File: src/rtl/diod_pkg.sv
// Constants and types shared by the diode bias controller and its serial DAC writer.
package diod_pkg;

    localparam int FRAME_W = 16;
    localparam int CODE_W  = 8;

    localparam logic [3:0] DEF_CTRL_BITS = 4'b0011;

    typedef enum logic [2:0] {
        IDLE,
        SETUP,
        SHIFT,
        HOLD,
        GAP
    } dac_state_t;

    // DAC word layout: command nibble, code, four don't-care LSBs sent as zero.
    function automatic logic [FRAME_W-1:0] make_frame(input logic [3:0] ctrl,
                                                      input logic [CODE_W-1:0] c);
        return {ctrl, c, 4'b0000};
    endfunction

endpackage

File: src/rtl/spi_clk_gen.sv
// SPI clock divider: CLK_DIV cycles per half-period, idle low while disabled.
module spi_clk_gen #(
    parameter int CLK_DIV = 4
) (
    input  logic clk,
    input  logic reset,
    input  logic en,
    output logic spi_clk,
    output logic rise,
    output logic fall
);

    localparam int DIV_W = (CLK_DIV > 1) ? $clog2(CLK_DIV) : 1;
    localparam logic [DIV_W-1:0] DIV_LAST = DIV_W'(CLK_DIV - 1);

    logic [DIV_W-1:0] cnt;
    logic             phase_end;

    // rise/fall flag the cycle whose closing edge flips spi_clk
    assign phase_end = en && (cnt == DIV_LAST);
    assign rise      = phase_end && !spi_clk;
    assign fall      = phase_end && spi_clk;

    always_ff @(posedge clk or negedge reset) begin
        if (!reset) begin
            cnt     <= '0;
            spi_clk <= 1'b0;
        end else if (!en) begin
            cnt     <= '0;
            spi_clk <= 1'b0;
        end else if (phase_end) begin
            cnt     <= '0;
            spi_clk <= ~spi_clk;
        end else begin
            cnt <= cnt + 1'b1;
        end
    end

endmodule

File: src/rtl/spi_dac_writer.sv
// Serial DAC write engine: frames an 8-bit bias code into a 16-bit word and
// shifts it out in SPI mode 0, with a one-deep pending slot for the next code.
module spi_dac_writer
    import diod_pkg::*;
#(
    parameter int         CLK_DIV   = 4,
    parameter int         SS_SETUP  = 2,
    parameter int         SS_HOLD   = 2,
    parameter int         SS_GAP    = 4,
    parameter logic [3:0] CTRL_BITS = DEF_CTRL_BITS
) (
    input  logic              clk,
    input  logic              reset,
    input  logic              start,
    input  logic [CODE_W-1:0] code,
    output logic              busy,
    output logic              done,
    output logic [CODE_W-1:0] last_code,
    output logic              spi_clk,
    output logic              spi_mosi,
    output logic              spi_ss
);

    localparam int CNT_MAX = (SS_SETUP > SS_HOLD) ?
                             ((SS_SETUP > SS_GAP) ? SS_SETUP : SS_GAP) :
                             ((SS_HOLD  > SS_GAP) ? SS_HOLD  : SS_GAP);
    localparam int CNT_W = $clog2(CNT_MAX + 1);
    localparam int BIT_W = $clog2(FRAME_W + 1);

    localparam logic [CNT_W-1:0] SETUP_LAST = CNT_W'(SS_SETUP - 1);
    localparam logic [CNT_W-1:0] HOLD_LAST  = CNT_W'(SS_HOLD - 1);
    localparam logic [CNT_W-1:0] GAP_LAST   = CNT_W'(SS_GAP - 1);
    localparam logic [BIT_W-1:0] BITS_ALL   = BIT_W'(FRAME_W);

    dac_state_t         state;
    logic [CNT_W-1:0]   cnt;
    logic [BIT_W-1:0]   bit_cnt;
    logic [FRAME_W-1:0] shreg;
    logic [CODE_W-1:0]  cur_code;
    logic [CODE_W-1:0]  pend_code;
    logic               pend_vld;

    logic               sck_rise;
    logic               sck_fall;
    logic               load_now;
    logic [CODE_W-1:0]  load_code;
    logic [FRAME_W-1:0] load_frame;

    // MSB of the shift register drives the pin directly, so mosi is a flop output
    assign spi_mosi = shreg[FRAME_W-1];

    spi_clk_gen #(
        .CLK_DIV (CLK_DIV)
    ) u_clk_gen (
        .clk     (clk),
        .reset   (reset),
        .en      (state == SHIFT),
        .spi_clk (spi_clk),
        .rise    (sck_rise),
        .fall    (sck_fall)
    );

    // A strobe coinciding with the end of GAP is the newest code, so it beats the slot.
    always_comb begin
        load_now  = 1'b0;
        load_code = code;
        case (state)
            IDLE: load_now = start;
            GAP: begin
                if (cnt == GAP_LAST) begin
                    if (start) begin
                        load_now = 1'b1;
                    end else if (pend_vld) begin
                        load_now  = 1'b1;
                        load_code = pend_code;
                    end
                end
            end
            default: ;
        endcase
    end

    assign load_frame = make_frame(CTRL_BITS, load_code);

    always_ff @(posedge clk or negedge reset) begin
        if (!reset) begin
            state     <= IDLE;
            cnt       <= '0;
            bit_cnt   <= '0;
            shreg     <= '0;
            cur_code  <= '0;
            pend_code <= '0;
            pend_vld  <= 1'b0;
            busy      <= 1'b0;
            done      <= 1'b0;
            last_code <= '0;
            spi_ss    <= 1'b1;
        end else begin
            done <= 1'b0;
            if (start && !load_now) begin
                pend_vld  <= 1'b1;
                pend_code <= code;
            end
            if (load_now) begin
                state    <= SETUP;
                cnt      <= '0;
                shreg    <= load_frame;
                cur_code <= load_code;
                pend_vld <= 1'b0;
                busy     <= 1'b1;
                spi_ss   <= 1'b0;
            end else begin
                case (state)
                    IDLE: ;
                    SETUP: begin
                        if (cnt == SETUP_LAST) begin
                            state   <= SHIFT;
                            cnt     <= '0;
                            bit_cnt <= '0;
                        end else begin
                            cnt <= cnt + 1'b1;
                        end
                    end
                    SHIFT: begin
                        // bits are counted on rise; data advances on fall
                        if (sck_rise) begin
                            bit_cnt <= bit_cnt + 1'b1;
                        end else if (sck_fall) begin
                            if (bit_cnt == BITS_ALL) begin
                                state <= HOLD;
                                cnt   <= '0;
                            end else begin
                                shreg <= {shreg[FRAME_W-2:0], 1'b0};
                            end
                        end
                    end
                    HOLD: begin
                        if (cnt == HOLD_LAST) begin
                            state     <= GAP;
                            cnt       <= '0;
                            spi_ss    <= 1'b1;
                            shreg     <= '0;
                            done      <= 1'b1;
                            last_code <= cur_code;
                        end else begin
                            cnt <= cnt + 1'b1;
                        end
                    end
                    GAP: begin
                        if (cnt == GAP_LAST) begin
                            state <= IDLE;
                            busy  <= 1'b0;
                        end else begin
                            cnt <= cnt + 1'b1;
                        end
                    end
                    default: state <= IDLE;
                endcase
            end
        end
    end

endmodule

File: config.mk
export PLATFORM = sky130hd
export DESIGN_NAME = spi_dac_writer
export DESIGN_NICKNAME = d
export VERILOG_FILES = /design/src/rtl/diod_pkg.sv /design/src/rtl/spi_clk_gen.sv /design/src/rtl/spi_dac_writer.sv
export SDC_FILE = /design/constraint.sdc
export NUM_CORES = 1
export LEC_CHECK = 0
export ABC_AREA = 1
export CAP_MARGIN = 20
export CORE_MARGIN = 10
export CORE_UTILIZATION = 45
export CTS_BUF_LIST = sky130_fd_sc_hd__clkbuf_4 sky130_fd_sc_hd__clkbuf_8
export DETAILED_ROUTE_END_ITERATION = 16
export GPL_TIMING_DRIVEN = 0
export PLACE_DENSITY = 0.63
export SLEW_MARGIN = 15
export SYNTH_ARGS = -nofsm -noshare
export SYNTH_HDL_FRONTEND = slang
export SYNTH_HIERARCHICAL = 1
export SYNTH_SLANG_ARGS = --single-unit
File: constraint.sdc
create_clock -name clk -period 2.4 [get_ports clk]
set_clock_uncertainty 0.15 [all_clocks]
set_input_delay 0.48 -clock clk [delete_from_list [all_inputs] [get_ports clk]]
set_output_delay 0.48 -clock clk [all_outputs]
set_load 0.02 [all_outputs]
==> flow_summary_export.csv <==
group,metric,value,unit
sta,finalHoldViolCount,0,
job,drv_cap,0,
clock_tree,ctsLongestPathBuffers,2,
die,die_y,96.81,µm
synthesis,ys_ff_latch,54,
worst_hold_path,hold_path_class,"in -> async",
global_route,grt_overflow,0,
clock_tree,clkLatencyLatePin,0.31,ns
critical_path,critPathTopFamily,"simple AND/OR/NAND/NOR gates",
die,placementRows,27,
global_route,grt_pass1_wl,9.045,mm
synthesis,synth_nets,340,
sta,tns,0,ns
synthesis,syn_avg_cell_area,8.220,µm²
synthesis,yosys_warnings,6,
global_route,grt_pass1_vias,1986,
synthesis,synth_cell_types,21,
finish,finalInstanceArea,3093,µm²
sta,timing.final.ws_setup,0.3152,ns
sta,min_period,2.085,ns
finish,final_cell_mix,"nand2_1 (101), dfrtp_1 (53), inv_1 (45), nor2_1 (24), o21ai_0 (24)",
critical_path,crit_path_frequent_cell,"nand2_1",
sta,setup_violations,0,
place,io_buffers,23,
synthesis,syn-cell-area,2655,µm²
global_route,grtUsageTotal,11.09,%
global_route,busiest_layer,"met2",
finish,antennaDiodeCount,0,
die,ios,24,
sta,tightest_slew,0.6721,ns
clock_tree,root_buffer,"clkbuf_8",
clock_tree,clkTransAtPathRegs,0.10,ns
clock_tree,hold_buffers,0,
die,die_area,9372,µm²
global_route,grt_max_degree,55,
place,gp_congestion,0.8260,
drt,drc,0,
sta,period_share,86.87,%
sta,drv_slew,0,
finish,multiInputGateArea,1054,µm²
status,outcome,"completed",
drt,routed-via-count,1994,
clock_tree,cts_num_sinks,54,
finish,ff_latch_area,1353,µm²
power,vdd_ir_drop_max,0.4304,mV
die,die_w,96.81,µm
global_route,met2_usage,16.46,%
synthesis,synth.largest_area_cell,"dfrtp_1",
synthesis,synth_top_area_share,49.95,%
critical_path,cp-start-kind,"flop",
global_route,antenna_found_initial,0,
clock_tree,htreeDepth,2,
critical_path,required,2.46,ns
drt,drt_pass1_iterations,4,
sta,fmax,479.7,MHz
die,coreArea,5608,µm²
critical_path,worstSetupEndpointType,"flop",
finish,synthToLayoutAreaGrowth,16.49,%
power,total_power,0.003570,W
finish,instances_no_fill,426,
synthesis,seq_area_frac_synth,50.94,%
finish,fillerInstances,559,
drt,routed_via_density,4.681,
global_route,met3_usage,3.833,%
drt,first_iter_violations,122,
power,p_per_area,1154,nW/µm²
place,pre_cts_ws,0.09556,ns
critical_path,worstSetupPathType,"reg -> reg",
finish,layout-drive-gt1-share,12.15,%
place,dp_hpwl,3.701,mm
clock_tree,cts_buffers,5,
critical_path,arrival,2.15,ns
clock_tree,cts_tree,"done",
power,p_leak,1.597,nW
place,dpl_cell_area,2973,µm²
critical_path,cp_max_fo,10,
drt,wl_per_cell,11.61,µm
drt,ant_nets,0,
critical_path,cp_slowest_cell,"dfrtp_1",
finish,final_common_cell,"nand2_1",
global_route,met1_usage,14.59,%
synthesis,synth_area_leaders,"dfrtp_1 (50%), nand2_1 (14%), inv_1 (6.4%)",
critical_path,max_stage_delay,0.45,ns
drt,wl,4.945,mm
sta,rsz0062_at_grt,"false",
synthesis,synthCells,323,
finish,final_nets,370,
critical_path,cp.buffers_inverters,4,
critical_path,crit_chain,"inv_2 -> nand3_2 -> inv_2 -> nand2_1 -> nor2_1 -> inv_1 -> nor2_1 -> nand2_1 -> a21oi_1 -> nand2_2 -> buf_6 -> nand2_1 -> nand2_1",
die,start_util,47.34,%
sta,slew_headroom,55.19,%
place,place_inst,418,
## flip-flops by register name, indices dropped and copies added, names as in the netlist, 2 cells and up
name	flops
cnt	3
state	3
shreg	12
last_code	8
cur_code	8
u_clk_gen/cnt	2
pend_code	8
bit_cnt	5
## report_power, final
group          leakage [nW]  internal [W]  switching (W)
Combinational         0.853      0.000590       0.000964
Sequential            0.685       0.00123       0.000158
Clock                0.0591      0.000318       0.000313
## metrics by stage
step / hold WS [ns] / utilization [%]
final: 0.04389 / 55.15
after global placement: 0.2694 / 53.06
after CTS: 0.06884 / 55.09
after floorplan: 0.03441 / -
after detailed placement: 0.2746 / 53.01
after global routing: 0.09618 / 55.15
## synth_stat cells (all sizes together)
| library cell | number |
|---|---|
| o211ai | 2 |
| ha | 6 |
| nand3 | 20 |
| dfrtp | 53 |
| buf | 6 |
| inv | 51 |
| o21ai | 37 |
| dfstp | 1 |
| a21oi | 5 |
| nand2 | 105 |
| nor2 | 28 |
| nand4 | 9 |
## routing by layer
metal,vias up,part of all wire [%]
li1,1071,-
met1,889,52
met2,27,42
met3,7,5.1
met4,0,1.4
met5,-,0
## path summary, 6_finish.rpt
path                            slack [ns]                          to  cells past startpoint                       start
worst max register to register        0.32        shreg[9]$_DFFE_PN0P_                     13        state[2]$_DFFE_PN0P_
min in group clk                      0.28  u_clk_gen/cnt[0]$_DFF_PN0_                      1  u_clk_gen/cnt[0]$_DFF_PN0_
worst max-delay path                  0.32        shreg[9]$_DFFE_PN0P_                     13        state[2]$_DFFE_PN0P_
worst min-delay path                  0.04      bit_cnt[0]$_DFFE_PN0P_                      1                       reset
max in group asynchronous             1.61        state[2]$_DFFE_PN0P_                      1                       reset
worst min register to register        0.28  u_clk_gen/cnt[0]$_DFF_PN0_                      1  u_clk_gen/cnt[0]$_DFF_PN0_
## area by class of cell
class / instances / area share, %
clock buffer: 5 / 2.225
timing repair buffer: 23 / 7.362
buffer: 6 / 1.982
tap: 72 / 2.913
multi-input combinational: 212 / 34.06
sequential: 54 / 43.73
inverter: 51 / 6.189
clock inverter: 3 / 1.537
## what timing repair did
action,4_1_cts,5_1_grt
setup buffers,0,0
gates resized for setup,0,1
setup endpoints to repair,0,3
## logic make-up (layout without fill, tap and decap cells)
family                     Yosys count  in the layout  synth area share (%)
AOI/OAI and AO/OA                   44             44                 8.765
adders and majority gates            6              6                 2.827
buffers and inverters               57             88                 9.519
DFF                                 54             54                 50.94
and+or+nand+nor                    162            162                 27.95
No activity file was read; power rests on OpenSTA's default activity.
